### config.mk
export PLATFORM = sky130hd
export DESIGN_NAME = hazard3_pmp_scan
export DESIGN_NICKNAME = d
export VERILOG_FILES = /design/src/rtl/hazard3_pmp_scan.sv
export SDC_FILE = /design/constraint.sdc
export NUM_CORES = 2
export LEC_CHECK = 0
export CELL_PAD_IN_SITES_DETAIL_PLACEMENT = 1
export CELL_PAD_IN_SITES_GLOBAL_PLACEMENT = 1
export CORE_MARGIN = 5
export CORE_UTILIZATION = 35
export CTS_BUF_LIST = sky130_fd_sc_hd__clkbuf_8
export CTS_CLUSTER_DIAMETER = 50
export DETAILED_ROUTE_END_ITERATION = 7
export HOLD_SLACK_MARGIN = 0.05
export PLACE_DENSITY_LB_ADDON = 0.1
export SYNTH_ARGS = -nofsm -noshare
export SYNTH_HDL_FRONTEND = slang
export SYNTH_SLANG_ARGS = --single-unit
### constraint.sdc
create_clock -name clk -period 14.6 [get_ports clk]
set_input_delay 2.19 -clock clk [delete_from_list [all_inputs] [get_ports clk]]
set_output_delay 2.19 -clock clk [all_outputs]
set_load 0.01 [all_outputs]
### src/rtl/hazard3_pmp_scan.sv
// Sequential PMP checker: walks the PMP table LANES entries per cycle and
// reports the lowest matching entry and the resulting access fault for one query.
module hazard3_pmp_scan #(
   parameter int unsigned PMP_REGIONS = 16,
   parameter int unsigned LANES       = 4,
   parameter int unsigned PMP_GRAIN   = 0,
   parameter int unsigned W_ADDR      = 32,
   parameter int unsigned W_DATA      = 32
) (
   input  logic              clk,
   input  logic              rst_n,
   input  logic [11:0]       cfg_addr,
   input  logic              cfg_wen,
   input  logic [W_DATA-1:0] cfg_wdata,
   output logic [W_DATA-1:0] cfg_rdata,
   input  logic              mstatus_mxr,
   input  logic              q_valid,
   output logic              q_ready,
   input  logic [W_ADDR-1:0] q_addr,
   input  logic [1:0]        q_size,
   input  logic [1:0]        q_type,
   input  logic              q_m_mode,
   output logic              r_valid,
   input  logic              r_ready,
   output logic              r_kill,
   output logic              r_match,
   output logic [5:0]        r_region
);

   localparam int unsigned W_IDX       = (PMP_REGIONS > 1) ? $clog2(PMP_REGIONS) : 1;
   localparam int unsigned CFG_PER_REG = W_DATA / 8;
   localparam int unsigned G_M1        = (PMP_GRAIN >= 1) ? PMP_GRAIN - 1 : 0;
   localparam logic [W_DATA-1:0] NAPOT_MASK =
      (PMP_GRAIN >= 2) ? (W_DATA'(1) << G_M1) - W_DATA'(1) : '0;
   localparam logic [W_DATA-1:0] TOR_MASK = (W_DATA'(1) << PMP_GRAIN) - W_DATA'(1);

   localparam logic [1:0] A_OFF   = 2'd0;
   localparam logic [1:0] A_TOR   = 2'd1;
   localparam logic [1:0] A_NA4   = 2'd2;
   localparam logic [1:0] A_NAPOT = 2'd3;

   localparam logic [1:0] S_IDLE = 2'd0;
   localparam logic [1:0] S_SCAN = 2'd1;
   localparam logic [1:0] S_RESP = 2'd2;

   logic [7:0]        cfg_q  [PMP_REGIONS];
   logic [W_DATA-1:0] addr_q [PMP_REGIONS];
   logic [W_DATA-1:0] eff    [PMP_REGIONS];
   logic [PMP_REGIONS:0]   tor_lock;
   logic [PMP_REGIONS-1:0] addr_lock;

   logic [1:0]        state_q, state_d;
   logic [W_IDX-1:0]  idx_q, idx_d;
   logic              q_ready_d, r_valid_d, r_kill_d, r_match_d;
   logic [5:0]        r_region_d;
   logic [W_ADDR-1:0] qa_q, ql_q;
   logic [1:0]        qt_q;
   logic              qm_q;
   logic [1:0]        q_sz;

   logic              is_cfg, is_addr;
   logic [3:0]        cfg_n;
   logic [11:0]       addr_off;
   logic [5:0]        addr_n;

   logic [W_DATA-1:0] fw, lw;
   logic [W_IDX-1:0]  lane_e  [LANES];
   logic [W_DATA-1:0] lane_lo [LANES];
   logic [LANES-1:0]  lane_f, lane_l;
   logic              found, hit_full, perm_ok, hit_kill;
   logic [W_IDX-1:0]  hit_e;

   function automatic logic [7:0] cfg_legal(input logic [7:0] w);
      logic [7:0] r;
      r      = w;
      r[6:5] = 2'b00;
      if (r[1] && !r[0]) r[1] = 1'b0;
      if (PMP_GRAIN >= 1 && r[4:3] == A_NA4) r[4:3] = A_OFF;
      return r;
   endfunction

   // Word-granular compare; TOR bounds are word addresses so byte compare reduces to this.
   function automatic logic entry_hit(input logic [1:0] a, input logic [W_DATA-1:0] w,
                                      input logic [W_DATA-1:0] pa, input logic [W_DATA-1:0] lo);
      case (a)
         A_NA4:   return w == pa;
         A_NAPOT: return ((w ^ pa) & ~(pa ^ (pa + W_DATA'(1)))) == '0;
         A_TOR:   return (w >= lo) && (w < pa);
         default: return 1'b0;
      endcase
   endfunction

   assign is_cfg   = cfg_addr[11:4] == 8'h3a;
   assign cfg_n    = cfg_addr[3:0];
   assign addr_off = cfg_addr - 12'h3b0;
   assign is_addr  = addr_off < 12'd64;
   assign addr_n   = addr_off[5:0];
   assign q_sz     = (q_size == 2'd3) ? 2'd2 : q_size;
   assign fw       = W_DATA'(qa_q >> 2);
   assign lw       = W_DATA'(ql_q >> 2);

   // Effective pmpaddr view (granularity applied) and lock qualification
   always_comb begin
      tor_lock[PMP_REGIONS] = 1'b0;
      for (int unsigned i = 0; i < PMP_REGIONS; i++) begin
         case (cfg_q[i][4:3])
            A_NAPOT: eff[i] = addr_q[i] | NAPOT_MASK;
            A_NA4:   eff[i] = addr_q[i];
            default: eff[i] = addr_q[i] & ~TOR_MASK;
         endcase
         tor_lock[i] = cfg_q[i][7] && (cfg_q[i][4:3] == A_TOR);
      end
      for (int unsigned i = 0; i < PMP_REGIONS; i++)
         addr_lock[i] = cfg_q[i][7] || tor_lock[i+1];
   end

   always_comb begin
      cfg_rdata = '0;
      for (int unsigned i = 0; i < PMP_REGIONS; i++) begin
         if (is_cfg && 32'(cfg_n) == i / CFG_PER_REG)
            cfg_rdata[(i % CFG_PER_REG)*8 +: 8] = cfg_q[i];
         if (is_addr && 32'(addr_n) == i)
            cfg_rdata = eff[i];
      end
   end

   always_ff @(posedge clk) begin
      if (!rst_n) begin
         for (int unsigned i = 0; i < PMP_REGIONS; i++) begin
            cfg_q[i]  <= '0;
            addr_q[i] <= '0;
         end
      end else if (cfg_wen) begin
         for (int unsigned i = 0; i < PMP_REGIONS; i++) begin
            if (is_cfg && 32'(cfg_n) == i / CFG_PER_REG && !cfg_q[i][7])
               cfg_q[i] <= cfg_legal(cfg_wdata[(i % CFG_PER_REG)*8 +: 8]);
            if (is_addr && 32'(addr_n) == i && !addr_lock[i])
               addr_q[i] <= cfg_wdata;
         end
      end
   end

   always_ff @(posedge clk) begin
      if (!rst_n) begin
         qa_q <= '0;
         ql_q <= '0;
         qt_q <= '0;
         qm_q <= 1'b0;
      end else if (state_q == S_IDLE && q_valid) begin
         qa_q <= q_addr;
         ql_q <= q_addr + (W_ADDR'(1) << q_sz) - W_ADDR'(1);
         qt_q <= q_type;
         qm_q <= q_m_mode;
      end
   end

   // Lane evaluation: lowest matching entry in the current window wins
   always_comb begin
      found    = 1'b0;
      hit_full = 1'b0;
      hit_e    = '0;
      for (int unsigned j = 0; j < LANES; j++) begin
         lane_e[j]  = idx_q + W_IDX'(j);
         lane_lo[j] = (lane_e[j] == '0) ? '0 : eff[lane_e[j] - W_IDX'(1)];
         lane_f[j]  = entry_hit(cfg_q[lane_e[j]][4:3], fw, eff[lane_e[j]], lane_lo[j]);
         lane_l[j]  = entry_hit(cfg_q[lane_e[j]][4:3], lw, eff[lane_e[j]], lane_lo[j]);
         if (!found && (lane_f[j] || lane_l[j])) begin
            found    = 1'b1;
            hit_full = lane_f[j] && lane_l[j];
            hit_e    = lane_e[j];
         end
      end
      case (qt_q)
         2'b01:   perm_ok = cfg_q[hit_e][1];
         2'b10:   perm_ok = cfg_q[hit_e][2];
         default: perm_ok = cfg_q[hit_e][0] || (cfg_q[hit_e][2] && mstatus_mxr);
      endcase
      if (!hit_full)                   hit_kill = 1'b1;
      else if (qm_q && !cfg_q[hit_e][7]) hit_kill = 1'b0;
      else                             hit_kill = !perm_ok;
   end

   always_ff @(posedge clk) begin
      if (!rst_n) begin
         state_q  <= S_IDLE;
         idx_q    <= '0;
         q_ready  <= 1'b1;
         r_valid  <= 1'b0;
         r_kill   <= 1'b0;
         r_match  <= 1'b0;
         r_region <= '0;
      end else begin
         state_q  <= state_d;
         idx_q    <= idx_d;
         q_ready  <= q_ready_d;
         r_valid  <= r_valid_d;
         r_kill   <= r_kill_d;
         r_match  <= r_match_d;
         r_region <= r_region_d;
      end
   end

   always_comb begin
      state_d    = state_q;
      idx_d      = idx_q;
      r_valid_d  = r_valid;
      r_kill_d   = r_kill;
      r_match_d  = r_match;
      r_region_d = r_region;
      case (state_q)
         S_IDLE: begin
            if (q_valid) begin
               state_d = S_SCAN;
               idx_d   = '0;
            end
         end
         S_SCAN: begin
            if (cfg_wen) begin
               idx_d = '0;
            end else if (found) begin
               state_d    = S_RESP;
               r_kill_d   = hit_kill;
               r_match_d  = 1'b1;
               r_region_d = 6'(hit_e);
            end else if (idx_q == W_IDX'(PMP_REGIONS - LANES)) begin
               state_d    = S_RESP;
               r_kill_d   = !qm_q;
               r_match_d  = 1'b0;
               r_region_d = '0;
            end else begin
               idx_d = idx_q + W_IDX'(LANES);
            end
         end
         S_RESP: begin
            if (r_valid && r_ready) begin
               state_d   = S_IDLE;
               r_valid_d = 1'b0;
            end else begin
               r_valid_d = 1'b1;
            end
         end
         default: state_d = S_IDLE;
      endcase
      q_ready_d = (state_d == S_IDLE);
   end

endmodule

==> flow_summary.json <==
{
  "outcome": "finished clean",
  "end_kind": "register",
  "drive_gt1_share_pct": 21.9,
  "max_freq_ghz": 0.0854,
  "fillerInstances": 22100,
  "initial_core_util_pct": 35.2,
  "grt_pass1_wl_um": 578000,
  "yosysUniqueCellTypes": 111,
  "die-area_um2": 213000,
  "dp_hpwl_um": 309000,
  "num_vias": 68300,
  "postRouteWirelength_um": 432000,
  "post_drt_via_cell_ratio": 7.29,
  "cts.sinks": 689,
  "clock-root-buffer": "clkbuf_8",
  "rsz0062_at_grt": "false",
  "rr_worst_depth": 25,
  "powerDensity_nw_per_um2": 83.7,
  "leakagePower_nw": 28.7,
  "cap_violations": 0,
  "hp-start": "qa_q[2]",
  "setup_viol": 0,
  "synth_ff_type": "edfxtp_1",
  "max_stage_delay_ns": 0.77,
  "multi_input_area_um2": 48500,
  "ctsHoldBuffers": 0,
  "postPlaceCellArea_um2": 75600,
  "grt_max_degree": 145,
  "cts.repair.resized": 0,
  "hold_violations": 0,
  "ys_async_sr_fraction_pct": 0,
  "cts_buffers": 145,
  "hp-class": "reg2reg",
  "critPathRequiredTime_ns": 15.49,
  "r2r-start": "idx_q[1]",
  "core_um2": 203000,
  "crit_family": "simple AND/OR/NAND/NOR gates",
  "crit_type": "reg2reg",
  "final_cell_mix": "mux4_2 (775), nor2_1 (660), edfxtp_1 (608)",
  "dr.pass1.iters": 7,
  "clk_pin_slew_ns": 0.05,
  "worst_pin_slew_ns": 1.43,
  "routedWlPerCell_um": 46.2,
  "seq_area_frac_synth_pct": 27.9,
  "hold-path-cell-count": 2,
  "clk-insertion-delay-late_ns": 0.97,
  "final-max-slew-violation-count": 0,
  "std_cell_rows": 165,
  "drt-initial-drc-count": 10900,
  "cp_slowest_cell": "ha_4",
  "finalSetupTns_ns": 0,
  "design_area_um2": 78600,
  "dieWidth_um": 461,
  "netlist_area_um2": 71300,
  "antenna_found_initial": 39,
  "post-route-util_pct": 38.8,
  "cts_tree": "yes",
  "maxSlewHeadroom_pct": 4.80,
  "synthCells": 6559,
  "critical_path_buf_inv_count": 4,
  "r2r_end": "r_kill",
  "drc": 0,
  "skew_ns": 0.0563,
  "cts_setup_buffers": 0,
  "port_buffers": 126,
  "gp_congestion": 1.01,
  "start_kind": "register",
  "min_period_ns": 11.71,
  "layout_commonest_cell": "mux4_2",
  "synth_seq_cells": 689,
  "synth-edff-count": 608,
  "area_growth_pct": 10.3,
  "critPathMaxFanout": 144,
  "hold_end": "qa_q[2]",
  "clock_path_buffers": 3,
  "antenna_left": 0,
  "seqCellArea_um2": 19900,
  "ys_warn_count": 0,
  "whs_ns": 0.471,
  "gr-total-overflow": 0,
  "syn_avg_cell_area_um2": 10.9,
  "crit_arrival_ns": 12.60,
  "num-nets-final": 7186,
  "fp.dieH_um": 461,
  "grt_usage_pct": 39.6,
  "max-vdd-ir-drop_mv": 0.101,
  "grt_pass1_vias": 65900,
  "htree_levels": 4,
  "ff2ff_setup_slack_ns": 2.89,
  "io_pins": 129,
  "period_share_pct": 80.2
}
==> layout make-up <==
type,count,area share (%)
repair buffers,334,3.71
clock inverters,105,1.12
well taps,2672,4.25
clock buffers,153,2.68
diodes,28,0.0891
flip-flops and latches,689,25.3
multi-input cells,5150,61.7
inverters,233,1.13
==> power by group <==
| group | internal [mW] | total (mW) | switching (mW) | leakage, nW |
|---|---|---|---|---|
| clock | 1.20 | 2.25 | 1.05 | 1.64 |
| sequential | 2.26 | 2.53 | 0.263 | 6.79 |
| combinational | 0.665 | 1.81 | 1.15 | 20.3 |
==> kinds of logic after synthesis <==
| family | after synthesis | synth area share, % |
|---|---|---|
| flops | 689 | 27.9 |
| mux | 1230 | 31.2 |
| compound gates | 1467 | 13.9 |
| fa+ha+maj | 546 | 9.59 |
| xor+xnor | 41 | 0.530 |
| buf+inv | 721 | 4.74 |
| other cells | 1 | 0.00526 |
| simple gates | 1864 | 12.2 |
==> per-stage QoR <==
stage               instances  worst slack, ns  power [mW]
floorplan                6560             3.70        3.43
global placement         9078             3.42        4.28
detailed placement       9078             3.32        4.29
CTS                      9336             3.33        6.53
global route             9338             2.86        6.76
finish                   9364             2.89        6.59
==> worst max-delay path by stage <==
stage | slack (ns) | start | endpoint | depth (start not counted)
floorplan | 3.70 | idx_q[0] | r_kill | 44
global placement | 3.42 | idx_q[1] | r_kill | 25
detailed placement | 3.32 | idx_q[1] | r_kill | 25
CTS | 3.33 | idx_q[1] | r_kill | 25
global route | 2.86 | idx_q[1] | r_kill | 25
finish | 2.89 | idx_q[1] | r_kill | 25
==> synth_stat cells (13+ instances only) <==
cell type | n | share of area [%]
mux4_2 | 775 | 24
nor2_1 | 674 | 3.5
edfxtp_1 | 608 | 26
nand2_1 | 549 | 2.9
ha_1 | 545 | 9.6
a21oi_1 | 381 | 2.7
mux2i_1 | 309 | 4.3
clkbuf_1 | 268 | 1.4
inv_1 | 219 | 1.2
o21ai_0 | 210 | 1.5
a21o_1 | 179 | 1.9
mux2_2 | 131 | 2.1
nand4_1 | 124 | 1.1
nand3_1 | 113 | 0.79
a22oi_1 | 109 | 1.1
o211ai_1 | 104 | 1.1
nor3_1 | 82 | 0.58
dfxtp_1 | 81 | 2.3
buf_2 | 76 | 0.53
a31oi_1 | 63 | 0.55
a222oi_1 | 59 | 0.83
buf_1 | 54 | 0.28
a211oi_1 | 53 | 0.56
nor2b_1 | 51 | 0.45
a221oi_1 | 48 | 0.59
nand2b_1 | 47 | 0.41
buf_4 | 44 | 0.46
nor4_1 | 44 | 0.39
o22ai_1 | 42 | 0.37
buf_6 | 34 | 0.54
a22o_1 | 30 | 0.37
and3_1 | 28 | 0.25
xnor2_1 | 25 | 0.31
nand3b_1 | 23 | 0.24
and2_1 | 20 | 0.18
o21a_1 | 18 | 0.19
or2_2 | 18 | 0.16
o2111ai_1 | 16 | 0.20
xor2_1 | 15 | 0.18
o21bai_1 | 13 | 0.14
==> worst min-delay path, cell delays in order (launching register included) <==
cell and delay (ns):
dfxtp_1 0.31, nand2_1 0.05, a21oi_1 0.06
==> per-layer routing <==
metal	track usage, %	share of wire [%]
met1	50.5	38
met2	57.2	42
met3	16.2	14
met4	21.2	6.3
met5	0	0.034
==> sequential cells by signal, indices dropped and copies added, names as in the netlist, named ones only <==
name and cells:
cfg_q 96, q_ready 1, addr_q 512, qm_q 1
qt_q 2, r_valid 1, qa_q 30, idx_q 4
r_region 4, state_q 2, ql_q 30, r_match 1
r_kill 1
Note: power is estimated with default switching activity, not from simulation.
